<file path="src/rtl/regfile_pkg.sv">
// rtl/regfile_pkg.sv - shared constants and types for the register file scoreboard
package regfile_pkg;
    localparam int DATA_W   = 32;
    localparam int ADDR_W   = 5;
    localparam int NUM_REGS = 32;
    localparam int REG_ZERO = 0;

    typedef logic [ADDR_W-1:0] reg_idx_t;
endpackage

</file>
<file path="src/rtl/regfile_read_port.sv">
// rtl/regfile_read_port.sv - one read port: zero force, WB bypass and busy masking
module regfile_read_port #(
    parameter int DATA_W = 32,
    parameter int ADDR_W = 5,
    parameter int BYPASS = 1
) (
    input  logic [ADDR_W-1:0] rd_addr,
    input  logic [DATA_W-1:0] stored_data,
    input  logic              stored_busy,
    input  logic              wr_en,
    input  logic [ADDR_W-1:0] wr_addr,
    input  logic [DATA_W-1:0] wr_data,
    output logic [DATA_W-1:0] rd_data,
    output logic              busy
);
    import regfile_pkg::REG_ZERO;

    logic addr_zero;
    logic wb_hit;

    assign addr_zero = (rd_addr == ADDR_W'(REG_ZERO));
    // A retiring write to this index both forwards its data and releases the stall.
    assign wb_hit    = (BYPASS != 0) && wr_en && (wr_addr == rd_addr);

    always_comb begin
        rd_data = stored_data;
        if (addr_zero) begin
            rd_data = '0;
        end else if (wb_hit) begin
            rd_data = wr_data;
        end
    end

    assign busy = !addr_zero && stored_busy && !wb_hit;
endmodule

</file>
<file path="src/rtl/regfile_scoreboard.sv">
// rtl/regfile_scoreboard.sv - 32x32 register file with per-register pending-write scoreboard
module regfile_scoreboard #(
    parameter int DATA_W = 32,
    parameter int ADDR_W = 5,
    parameter int BYPASS = 1
) (
    input  logic                   clk,
    input  logic                   rst,
    input  logic [ADDR_W-1:0]      rd_addr1,
    input  logic [ADDR_W-1:0]      rd_addr2,
    output logic [DATA_W-1:0]      rd_data1,
    output logic [DATA_W-1:0]      rd_data2,
    output logic                   busy1,
    output logic                   busy2,
    input  logic                   wr_en,
    input  logic [ADDR_W-1:0]      wr_addr,
    input  logic [DATA_W-1:0]      wr_data,
    input  logic                   issue_en,
    input  logic [ADDR_W-1:0]      issue_dst,
    output logic [2**ADDR_W-1:0]   busy_vec
);
    import regfile_pkg::REG_ZERO;

    localparam int DEPTH = 2 ** ADDR_W;

    logic [DATA_W-1:0] mem [DEPTH];
    logic [DEPTH-1:0]  busy_q;
    logic [DEPTH-1:0]  busy_next;
    logic              wr_live;
    logic              issue_live;

    assign wr_live    = wr_en && (wr_addr != ADDR_W'(REG_ZERO));
    assign issue_live = issue_en && (issue_dst != ADDR_W'(REG_ZERO));

    always_ff @(posedge clk) begin
        if (rst) begin
            for (int i = 0; i < DEPTH; i++) begin
                mem[i] <= '0;
            end
        end else if (wr_live) begin
            mem[wr_addr] <= wr_data;
        end
    end

    // Issue is applied after retire so a same-edge re-issue keeps the register pending.
    always_comb begin
        busy_next = busy_q;
        if (wr_live) begin
            busy_next[wr_addr] = 1'b0;
        end
        if (issue_live) begin
            busy_next[issue_dst] = 1'b1;
        end
        busy_next[0] = 1'b0;
    end

    always_ff @(posedge clk) begin
        if (rst) begin
            busy_q <= '0;
        end else begin
            busy_q <= busy_next;
        end
    end

    assign busy_vec = {busy_q[DEPTH-1:1], 1'b0};

    regfile_read_port #(
        .DATA_W (DATA_W),
        .ADDR_W (ADDR_W),
        .BYPASS (BYPASS)
    ) u_port1 (
        .rd_addr     (rd_addr1),
        .stored_data (mem[rd_addr1]),
        .stored_busy (busy_q[rd_addr1]),
        .wr_en       (wr_en),
        .wr_addr     (wr_addr),
        .wr_data     (wr_data),
        .rd_data     (rd_data1),
        .busy        (busy1)
    );

    regfile_read_port #(
        .DATA_W (DATA_W),
        .ADDR_W (ADDR_W),
        .BYPASS (BYPASS)
    ) u_port2 (
        .rd_addr     (rd_addr2),
        .stored_data (mem[rd_addr2]),
        .stored_busy (busy_q[rd_addr2]),
        .wr_en       (wr_en),
        .wr_addr     (wr_addr),
        .wr_data     (wr_data),
        .rd_data     (rd_data2),
        .busy        (busy2)
    );
endmodule
</file>
<file path="config.mk">
export PLATFORM = sky130hd
export DESIGN_NAME = regfile_scoreboard
export DESIGN_NICKNAME = d
export VERILOG_FILES = /design/src/rtl/regfile_pkg.sv /design/src/rtl/regfile_read_port.sv /design/src/rtl/regfile_scoreboard.sv
export SDC_FILE = /design/constraint.sdc
export NUM_CORES = 2
export LEC_CHECK = 0
export ABC_AREA = 0
export ABC_CLOCK_PERIOD_IN_PS = 4290
export BUFFER_PORTS_ARGS = -buffer_cell sky130_fd_sc_hd__clkbuf_2
export CAP_MARGIN = 20
export CORE_ASPECT_RATIO = 0.6
export CORE_MARGIN = 1.5
export CORE_UTILIZATION = 45
export DETAILED_ROUTE_END_ITERATION = 16
export GPL_TIMING_DRIVEN = 0
export PLACE_DENSITY = 0.58
export SYNTH_ARGS = -nofsm -noshare
export SYNTH_HDL_FRONTEND = slang
export SYNTH_HIERARCHICAL = 1
export SYNTH_SLANG_ARGS = --single-unit
</file>
<file path="constraint.sdc">
create_clock -name clk -period 4.29 [get_ports clk]
set_input_delay 0.858 -clock clk [delete_from_list [all_inputs] [get_ports clk]]
set_output_delay 0.858 -clock clk [all_outputs]
set_load 0.01 [all_outputs]
</file>
==> flow_summary_export.csv <==
group,metric,value,unit
die,start_util,45.3,%
final_layout,drive_gt1_share,28.2,%
sta,finalHoldViolCount,0,
sta,finalSetupViolCount,9,
die,die_w,459,um
placed_design,dpl_cell_area,59800,sq um
routing,drt_iter0_drc,7752,
grt,grt_pass1_wl,308,mm
power_and_ir_drop,p_leak,21.7,nW
grt,busiest_layer,"met1",
synth,ys_seq_area_share,55.9,%
placed_design,place_inst,5631,
worst_setup_path,cp_data_required_time,3.43,ns
worst_setup_path,cp.buffers_inverters,3,
die,core-area,124000,sq um
synth,syn_inst,3785,
run_status,run_status,"finished with violations",
worst_setup_path,cp-end-kind,"output port",
placed_design,dp_hpwl,168,mm
final_layout,fin_nets,4165,
sta,rsz0062_at_grt,"true",
synth,synth_seq_cells,1055,
worst_hold_path,hold_path.startpoint,"wr_data[2]",
grt,gr-usage-met1,55.9,%
grt,grt_use_met3,14.0,%
power_and_ir_drop,peakVddDrop,0.311,mV
sta,relSlewSlack,14.4,%
final_layout,postLayoutCoreUtil,51.4,%
synth,synth.distinct_cells,48,
worst_setup_path,cp_data_arrival_time,3.52,ns
placed_design,io_buffers,151,
sta,post-route-period-util,102,%
worst_setup_path,cpMostUsedCell,"clkbuf_2",
run_status,violations,"negative setup slack",
sta,worst_pin_slew,1.28,ns
cts,cts_tree,"built",
grt,antenna_found_initial,19,
die,chipHeight,277,um
die,rows,100,
synth,synth_warnings,6,
synth,synth_top_flop_cell,"edfxtp_1",
worst_setup_path,cp_max_fo,10,
routing,wl,229,mm
die,dieArea,127000,sq um
worst_setup_path,crit_family,"buffers and inverters",
routing,drc_errors,0,
worst_setup_path,cp_cell_sequence,"clkbuf_2 > xor2_1 > nor2_2 > clkbuf_1 > nand4_1 > o21ai_2 > clkbuf_2",
worst_hold_path,holdCritPathClass,"in2reg",
worst_setup_path,cp_slowest_cell,"clkbuf_1",
cts,cts_made_buffers,104,
cts,root_buffer,"clkbuf_16",
final_layout,syn_to_final_growth,13.4,%
run,maxCapViolCount,0,
cts,htree_num_levels,3,
placed_design,place_congestion,0.995,
routing,viasPerCell,6.84,
worst_setup_path,startpoint_type,"input port",
routing,avgRoutedWirePerCell,39.1,um
synth,syn_area_per_cell,14.8,sq um
cts,clk_path_buf_depth,3,
sta,maxSlewViolCount,0,
worst_setup_path,crit_path_start,"rd_addr1[3]",
grt,grt_max_degree,34,
routing,ant_nets,0,
die,ios,154,
worst_setup_path,worstSetupPathType,"in2out",
synth,mappedNetlistArea,56100,sq um
cts,clk_latency,0.73,ns
cts,path_clk_slew,0.07,ns
sta,min_period,4.38,ns
grt,use_met2,44.7,%
sta,fin_ws,-0.0870,ns
sta,clock_skew,0,ns
worst_setup_path,max_stage_delay,0.90,ns
power_and_ir_drop,powerDensity,388,nW/um^2
worst_setup_path,rr_startpoint,"busy_q[1]",
synth,synthArstFlopShare,0,%
grt,track_usage,35.8,%
final_layout,design_area,63600,sq um
sta,fmax,0.228,GHz
cts,cts_num_sinks,1055,
grt,first_global_vias,37200,
final_layout,final_cells,5849,
routing,route.vias.total,40000,
synth,synth-edff-count,1024,
grt,grt_overflow,0,
routing,drt_first_pass_iters,6,
power_and_ir_drop,p_total,0.0247,W
[layer usage]
metal  wire (um)  vias to the layer above
met1       95600                    20600
li1            -                    15400
met3       38700                      451
met5          26                        -
met4        7850                        4
met2       86500                     3556
[synthesized netlist by cell type, types with 19 or more instances]
master / number / area, sq um
edfxtp_1: 1024 / 30700
and2_1: 993 / 6210
mux4_2: 518 / 11700
clkbuf_1: 275 / 1030
o22ai_1: 272 / 1700
nand2_1: 116 / 435
nand4_1: 71 / 444
nor4_1: 65 / 407
buf_2: 62 / 310
o21ai_2: 58 / 508
nor2_1: 42 / 158
buf_4: 40 / 300
inv_1: 38 / 143
dfxtp_1: 31 / 621
buf_6: 30 / 338
o21ai_0: 20 / 100
a21o_1: 19 / 143
[cells in the final DEF (no fill, tap or decap), types with 25 or more instances in the layout]
master,synthesis,layout
o21ai_2,58,57
nor2_1,42,41
conb_1,1,33
buf_4,40,53
clkinv_1,0,25
clkbuf_1,275,240
dfxtp_1,31,31
and2_1,993,993
o22ai_1,272,253
buf_6,30,37
nor4_1,65,54
edfxtp_1,1024,1024
nand4_1,71,71
mux4_2,518,518
buf_2,62,47
nand2_1,116,106
inv_1,38,38
clkbuf_16,0,108
buf_12,0,25
clkbuf_2,0,191
[area by class of cell]
cell class | instances | area, sq um
repair buffers | 186 | 1460
inverters | 38 | 143
diodes | 23 | 57.6
clock inverters | 58 | 369
clock buffers | 133 | 2800
flip-flops and latches | 1055 | 31400
well taps | 1632 | 2040
fillers | 10500 | 60300
plain buffers | 408 | 2200
multi-input cells | 2316 | 23200
[sequential cells by signal, indices dropped and copies added, names as in the netlist]
signal  count
mem      1024
busy_q     31
[cells by family after synthesis]
group,count (synthesis),share of synthesized area (%)
AOI/OAI and AO/OA,403,4.88
muxes,524,20.9
xor gates and xnor gates,10,0.156
other,1,0.00668
DFF,1055,55.9
buffers and inverters,446,3.79
and+or+nand+nor,1346,14.4
[through the flow]
| step | hold WS (ns) | TNS (ns) | setup WS (ns) |
|---|---|---|---|
| 6_report | 0.491 | -0.446 | -0.0870 |
| 5_1_grt | 0.488 | -0.0350 | -0.0197 |
| 2_1_floorplan | 0.506 | 0 | 0.985 |
| 3_3_place_gp | 0.500 | -350.21 | -2.22 |
| 4_1_cts | 0.447 | -0.00665 | -0.00665 |
| 3_5_place_dp | 0.503 | -25.79 | -0.930 |
[final timing paths]
kind | end | slack, ns | depth (start not counted)
worst max-delay path | rd_data1[28] | -0.09 | 7
worst min-delay path | mem[4][2] | 0.49 | 2
worst max register to register | busy_q[1] | 3.48 | 2
worst min register to register | busy_q[27] | 0.52 | 2
[timing repair]
| action | CTS | global route |
|---|---|---|
| resized for setup | 124 | 65 |
| setup endpoints to repair | 66 | 38 |
| hold buffers | 0 | 0 |
| pin swaps | 1 | 4 |
| buffers inserted | 3 | 0 |
[where the power goes]
| group | internal, W | switching, W |
|---|---|---|
| combinational | 0.00135 | 0.00215 |
| clock | 0.00477 | 0.00428 |
| sequential | 0.0119 | 0.000289 |
(Power assumes the default switching activity.)
